$ cat src/rtl/speles_kontrole_pkg.sv
// Shared types and helpers for the number-game round controller.
package speles_kontrole_pkg;

   localparam int NUM_W = 4;

   typedef logic [0:NUM_W-1] num_t;

   typedef enum logic [2:0] {
      IDLE       = 3'd0,
      GEN        = 3'd1,
      WAIT_GUESS = 3'd2,
      CHECK      = 3'd3,
      RESULT     = 3'd4,
      DONE       = 3'd5
   } state_t;

   // num_2 idles at all-ones so the comparator cannot report a match against the zero target
   localparam num_t NUM_1_IDLE = 4'b0000;
   localparam num_t NUM_2_IDLE = 4'b1111;

   // Bit 0 is the MSB; feedback from the two top bits gives a maximal period of 15
   function automatic num_t lfsr_next(input num_t s);
      return {s[1:NUM_W-1], s[0] ^ s[1]};
   endfunction

endpackage

$ cat src/rtl/speles_kontrole_if.sv
// Player/comparator bundle around the round controller.
interface speles_kontrole_if #(
   parameter int SCORE_W = 4
) ();
   import speles_kontrole_pkg::*;

   logic               start;
   logic               confirm;
   num_t               guess_sw;
   logic               match;
   num_t               num_1;
   num_t               num_2;
   logic [SCORE_W-1:0] score;
   logic [3:0]         round_idx;
   logic               busy;
   logic               result_valid;
   logic               result_win;
   logic               game_over;

   modport master (
      output start, confirm, guess_sw, match,
      input  num_1, num_2, score, round_idx, busy, result_valid, result_win, game_over
   );

   modport slave (
      input  start, confirm, guess_sw, match,
      output num_1, num_2, score, round_idx, busy, result_valid, result_win, game_over
   );

endinterface

$ cat src/rtl/speles_kontrole_generators.sv
// 4-bit target generator: LFSR that steps only when enabled.
module skaitla_generators
   import speles_kontrole_pkg::*;
#(
   parameter num_t SEED = 4'b1001
) (
   input  logic clk,
   input  logic rst,
   input  logic en,
   output num_t value
);

   always_ff @(posedge clk) begin
      if (rst) begin
         value <= SEED;
      end else if (en) begin
         value <= lfsr_next(value);
      end
   end

endmodule

$ cat src/rtl/speles_kontrole.sv
// Round controller: generates targets, latches guesses, scores timed rounds
// and sequences a fixed number of rounds per game.
module speles_kontrole
   import speles_kontrole_pkg::*;
#(
   parameter int         ROUNDS         = 8,
   parameter int         TIMEOUT_CYCLES = 1000,
   parameter logic [3:0] LFSR_SEED      = 4'b1001,
   parameter int         SCORE_W        = 4
) (
   input  logic             clk,
   input  logic             rst,
   speles_kontrole_if.slave bus
);

   localparam int                 TIMER_W    = $clog2(TIMEOUT_CYCLES);
   localparam logic [TIMER_W-1:0] TIMER_LOAD = TIMER_W'(TIMEOUT_CYCLES - 1);
   localparam logic [SCORE_W-1:0] SCORE_MAX  = '1;
   localparam logic [3:0]         LAST_ROUND = 4'(ROUNDS - 1);

   state_t             state;
   state_t             state_nxt;
   num_t               lfsr;
   num_t               num_1;
   num_t               num_2;
   logic [TIMER_W-1:0] timer;
   logic [SCORE_W-1:0] score;
   logic [3:0]         round_idx;
   logic               result_win;
   logic               busy;
   logic               result_valid;
   logic               game_over;
   logic               busy_d;
   logic               result_valid_d;
   logic               game_over_d;
   logic               gen_en;

   function automatic logic [SCORE_W-1:0] sat_inc(input logic [SCORE_W-1:0] s);
      return (s == SCORE_MAX) ? s : s + 1'b1;
   endfunction

   assign gen_en = (state == GEN);

   skaitla_generators #(
      .SEED (LFSR_SEED)
   ) u_generators (
      .clk   (clk),
      .rst   (rst),
      .en    (gen_en),
      .value (lfsr)
   );

   always_ff @(posedge clk) begin
      if (rst) begin
         state <= IDLE;
      end else begin
         state <= state_nxt;
      end
   end

   // A confirm on the timer==0 cycle still counts as a guess
   always_comb begin
      state_nxt = state;
      case (state)
         IDLE, DONE: if (bus.start) state_nxt = GEN;
         GEN:        state_nxt = WAIT_GUESS;
         WAIT_GUESS: begin
            if (bus.confirm) begin
               state_nxt = CHECK;
            end else if (timer == '0) begin
               state_nxt = RESULT;
            end
         end
         CHECK:      state_nxt = RESULT;
         RESULT:     state_nxt = (round_idx == LAST_ROUND) ? DONE : GEN;
         default:    state_nxt = IDLE;
      endcase
   end

   // Flags are decoded from the upcoming state so they leave a register
   always_comb begin
      busy_d         = 1'b0;
      result_valid_d = 1'b0;
      game_over_d    = 1'b0;
      case (state_nxt)
         GEN, WAIT_GUESS, CHECK: busy_d = 1'b1;
         RESULT: begin
            busy_d         = 1'b1;
            result_valid_d = 1'b1;
         end
         DONE:    game_over_d = 1'b1;
         default: ;
      endcase
   end

   always_ff @(posedge clk) begin
      if (rst) begin
         num_1        <= NUM_1_IDLE;
         num_2        <= NUM_2_IDLE;
         timer        <= '0;
         score        <= '0;
         round_idx    <= '0;
         result_win   <= 1'b0;
         busy         <= 1'b0;
         result_valid <= 1'b0;
         game_over    <= 1'b0;
      end else begin
         busy         <= busy_d;
         result_valid <= result_valid_d;
         game_over    <= game_over_d;
         case (state)
            IDLE, DONE: begin
               if (bus.start) begin
                  score     <= '0;
                  round_idx <= '0;
               end
            end
            GEN: begin
               num_1 <= lfsr;
               num_2 <= NUM_2_IDLE;
               timer <= TIMER_LOAD;
            end
            WAIT_GUESS: begin
               timer <= timer - 1'b1;
               if (bus.confirm) begin
                  num_2 <= bus.guess_sw;
               end else if (timer == '0) begin
                  result_win <= 1'b0;
               end
            end
            CHECK: result_win <= bus.match;
            RESULT: begin
               if (result_win) score <= sat_inc(score);
               if (round_idx != LAST_ROUND) round_idx <= round_idx + 1'b1;
            end
            default: ;
         endcase
      end
   end

   assign bus.num_1        = num_1;
   assign bus.num_2        = num_2;
   assign bus.score        = score;
   assign bus.round_idx    = round_idx;
   assign bus.busy         = busy;
   assign bus.result_valid = result_valid;
   assign bus.result_win   = result_win;
   assign bus.game_over    = game_over;

endmodule
$ cat src/flat_wrapper.sv
// flat-port wrapper written by rule: the top's interface ports become plain ports
module speles_kontrole_flat import speles_kontrole_pkg::*;
#(
   parameter int         ROUNDS         = 8,
   parameter int         TIMEOUT_CYCLES = 1000,
   parameter logic [3:0] LFSR_SEED      = 4'b1001,
   parameter int         SCORE_W        = 4
)
  (clk, rst, bus_start, bus_confirm, bus_guess_sw, bus_match, bus_num_1, bus_num_2, bus_score, bus_round_idx, bus_busy, bus_result_valid, bus_result_win, bus_game_over);
  speles_kontrole_if #(.SCORE_W(SCORE_W)) bus_i ();
  input  logic clk;
  input  logic rst;
  input wire logic [$bits(bus_i.start)-1:0] bus_start;
  input wire logic [$bits(bus_i.confirm)-1:0] bus_confirm;
  input wire logic [$bits(bus_i.guess_sw)-1:0] bus_guess_sw;
  input wire logic [$bits(bus_i.match)-1:0] bus_match;
  output wire logic [$bits(bus_i.num_1)-1:0] bus_num_1;
  output wire logic [$bits(bus_i.num_2)-1:0] bus_num_2;
  output wire logic [$bits(bus_i.score)-1:0] bus_score;
  output wire logic [$bits(bus_i.round_idx)-1:0] bus_round_idx;
  output wire logic [$bits(bus_i.busy)-1:0] bus_busy;
  output wire logic [$bits(bus_i.result_valid)-1:0] bus_result_valid;
  output wire logic [$bits(bus_i.result_win)-1:0] bus_result_win;
  output wire logic [$bits(bus_i.game_over)-1:0] bus_game_over;
  assign bus_i.start = bus_start;
  assign bus_i.confirm = bus_confirm;
  assign bus_i.guess_sw = bus_guess_sw;
  assign bus_i.match = bus_match;
  assign bus_num_1 = bus_i.num_1;
  assign bus_num_2 = bus_i.num_2;
  assign bus_score = bus_i.score;
  assign bus_round_idx = bus_i.round_idx;
  assign bus_busy = bus_i.busy;
  assign bus_result_valid = bus_i.result_valid;
  assign bus_result_win = bus_i.result_win;
  assign bus_game_over = bus_i.game_over;
  speles_kontrole #(.ROUNDS(ROUNDS), .TIMEOUT_CYCLES(TIMEOUT_CYCLES), .LFSR_SEED(LFSR_SEED), .SCORE_W(SCORE_W)) u_core (.clk(clk), .rst(rst), .bus(bus_i));
endmodule
$ cat config.mk
export PLATFORM = sky130hd
export DESIGN_NAME = speles_kontrole_flat
export DESIGN_NICKNAME = d
export VERILOG_FILES = /design/src/rtl/speles_kontrole_pkg.sv /design/src/rtl/speles_kontrole_if.sv /design/src/rtl/speles_kontrole_generators.sv /design/src/rtl/speles_kontrole.sv /design/src/flat_wrapper.sv
export SDC_FILE = /design/constraint.sdc
export NUM_CORES = 1
export LEC_CHECK = 0
export ABC_AREA = 1
export BUFFER_PORTS_ARGS = -buffer_cell sky130_fd_sc_hd__buf_4
export CORE_MARGIN = 5
export CORE_UTILIZATION = 59
export DETAILED_ROUTE_END_ITERATION = 7
export PLACE_DENSITY = 0.95
export REMOVE_ABC_BUFFERS = 1
export SKIP_CTS_REPAIR_TIMING = 1
export SLEW_MARGIN = 20
export SYNTH_ARGS = -nofsm -noshare
export SYNTH_HDL_FRONTEND = slang
export SYNTH_SLANG_ARGS = --single-unit
$ cat constraint.sdc
create_clock -name clk -period 2.1 [get_ports clk]
set_input_delay 0.42 -clock clk [delete_from_list [all_inputs] [get_ports clk]]
set_output_delay 0.42 -clock clk [all_outputs]
set_load 0.05 [all_outputs]
==> results.sh <==
export IMPL_status="finished, final reports clean"
export IMPL_wirelength_mm=3.41
export IMPL_ys_seq_area_frac=0.426
export IMPL_io_buffers=28
export IMPL_path_max_fanout=8
export IMPL_min_period_over_period=0.724
export IMPL_clkSinkCount=35
export IMPL_worstPathArrival_ns=1.81
export IMPL_vdd_ir_drop_max_uv=791
export IMPL_grt_total_usage=0.190
export IMPL_root_buffer="clkbuf_4"
export IMPL_hp_class="input pin to register"
export IMPL_start_util=0.607
export IMPL_cts_tree="done"
export IMPL_fillers=230
export IMPL_cap_violations=0
export IMPL_hpwl_mm=2.49
export IMPL_rows=19
export IMPL_fin_skew_ns=0.00351
export IMPL_ant_nets=0
export IMPL_antenna_found_initial=0
export IMPL_crit_chain="inv_2 > nor3_4 > buf_4 > nor2_2 > nand3_1 > nand3_1 > nand2_1"
export IMPL_place_gp_congestion=0.844
export IMPL_placed_area_um2=1850
export IMPL_cts_buffers_inserted=5
export IMPL_rsz0062_at_grt="false"
export IMPL_drive_above_1_share=0.204
export IMPL_crit_top_cell="nand3_1"
export IMPL_grt_pass1_vias=1345
export IMPL_synth_edf_count=0
export IMPL_ys_dominant_reg_cell="dfxtp_1"
export IMPL_power_leakage_nw=0.855
export IMPL_worstHoldStart="bus_guess_sw[2]"
export IMPL_instances_no_fill=286
export IMPL_final_hold_viol_count=0
export IMPL_final_area_um2=1900
export IMPL_tightest_slew_ns=0.458
export IMPL_critical_path_slowest_cell="dfxtp_1"
export IMPL_path_clk_slew_ns=0.10
export IMPL_layout_setup_ws_ns=0.580
export IMPL_start_kind="register"
export IMPL_clk_path_buf_depth=2
export IMPL_crit_family="simple AND/OR/NAND/NOR gates"
export IMPL_multiInputGateArea_um2=817
export IMPL_timing_hold_ws_ns=0.318
export IMPL_dp_cells=278
export IMPL_chipHeight_um=62.8
export IMPL_synth_seq_cells=35
export IMPL_synth_cells=226
export IMPL_yosys_warnings=0
export IMPL_die_area_um2=3940
export IMPL_synth_area_um2=1640
export IMPL_drt_iter0_drc=99
export IMPL_wl_per_cell_um=11.9
export IMPL_grt_overflow=0
export IMPL_worstSkewPairLatency_ns=0.34
export IMPL_diodes=0
export IMPL_finalPower_mw=1.97
export IMPL_max_slew_margin_rel=0.694
export IMPL_utilization=0.702
export IMPL_cpPeakStageDelay_ns=0.49
export IMPL_avgSynthCellArea_um2=7.27
export IMPL_critPathCaptureType="register"
export IMPL_cp_required_ns=2.39
export IMPL_max_freq_mhz=658
export IMPL_regArea_um2=701
export IMPL_synth_top_area_frac=0.426
export IMPL_reg2reg_from="u_core.state[0]"
export IMPL_most_common_layout_cells="nand2_1 (49), dfxtp_1 (35), buf_4 (29)"
export IMPL_powerDensity_nw_per_um2=1040
export IMPL_ys_types=31
export IMPL_final_common_cell="nand2_1"
export IMPL_grt_max_degree=20
export IMPL_dp_slack_ns=0.596
export IMPL_netlist_top_cells_area="dfxtp_1 (43%), nand2_1 (11%), nor2_1 (6.4%), nand3_1 (6.1%), a21oi_1 (5.8%)"
export IMPL_min_period_ns=1.52
export IMPL_drt_first_pass_iters=4
export IMPL_synthArstFlopShare=0
export IMPL_area_growth_pct=15.8
export IMPL_path_buf_inv=2
export IMPL_grt_first_pass_wirelength_mm=6.04
export IMPL_synth_top_area_cell="dfxtp_1"
export IMPL_core_um2=2710
export IMPL_setup_viol=0
export IMPL_dieWidth_um=62.8
export IMPL_cp_startpoint="u_core.state[0]"
export IMPL_ios=29
export IMPL_drc=0
export IMPL_drv_slew=0
export IMPL_htree_levels=2
export IMPL_num_nets_final=266
export IMPL_viasPerCell=5.41
export IMPL_tns_ns=0
export IMPL_path_class="register to register"
export IMPL_num_vias=1548
## final timing paths
path	to	slack [ns]	cells past startpoint
worst max-delay path	u_core.bus.busy	0.58	7
worst min-delay path	u_core.bus.num_2[2]	0.32	3
worst max register to register	u_core.bus.busy	0.58	7
worst min register to register	u_core.bus.num_1[3]	0.48	2
## cell usage after synthesis (2+ instances only)
cell type / count
nand2_1: 49
dfxtp_1: 35
nor2_1: 28
nand3_1: 20
a21oi_1: 19
inv_1: 16
inv_2: 5
nand4_1: 5
o21ai_1: 5
o22ai_1: 5
nor2_2: 4
o21ai_0: 4
clkbuf_1: 3
ha_1: 3
nand3b_1: 3
a31oi_1: 2
buf_2: 2
buf_4: 2
nand2_2: 2
nor3_1: 2
xor2_1: 2
## worst register-to-register path, delay by kind of cell, from the launching register on
kind	cells	cell delay (ns)
buffers and inverters	2	0.34
and+or+nand+nor	5	0.64
DFF	1	0.49
## metal layers
layer,GRT usage,share of wire,wire length (um),up-vias
met5,0,0,0,-
met4,0.0928,0.022,76,0
met3,0.0612,0.054,183,8
met2,0.277,0.44,1510,39
met1,0.250,0.48,1640,695
li1,-,-,-,806
## report_power, final
group | internal [mW] | total [mW] | switching [mW] | leakage (nW)
Clock | 0.130 | 0.345 | 0.215 | 0.0293
Combinational | 0.248 | 0.753 | 0.505 | 0.540
Sequential | 0.773 | 0.873 | 0.0992 | 0.286
## area by class of cell
type / instances / area share
timing repair buffer: 29 / 0.114
clock inverter: 1 / 0.00263
sequential: 35 / 0.368
clock buffer: 7 / 0.0237
inverter: 21 / 0.0414
tap: 31 / 0.0204
multi-input combinational: 162 / 0.429
## sequential cells by signal, indices dropped and copies added (netlist names)
| signal | cells |
|---|---|
| u_core.bus.busy | 1 |
| u_core.u_generators.value | 4 |
| u_core.bus.result_win | 1 |
| u_core.bus.game_over | 1 |
| u_core.timer | 10 |
| u_core.bus.num_1 | 2 |
| u_core.bus.result_valid | 1 |
| u_core.bus.score | 4 |
| u_core.state | 3 |
| u_core.bus.num_2 | 4 |
| u_core.bus.round_idx | 4 |
## kinds of logic after synthesis
kind of cell	after synthesis	synth area share
simple gates	118	0.330
fa+ha+maj	3	0.0228
flops	35	0.426
buf+inv	29	0.0769
xor+xnor	2	0.0107
compound gates	39	0.134
(Power assumes the default switching activity.)
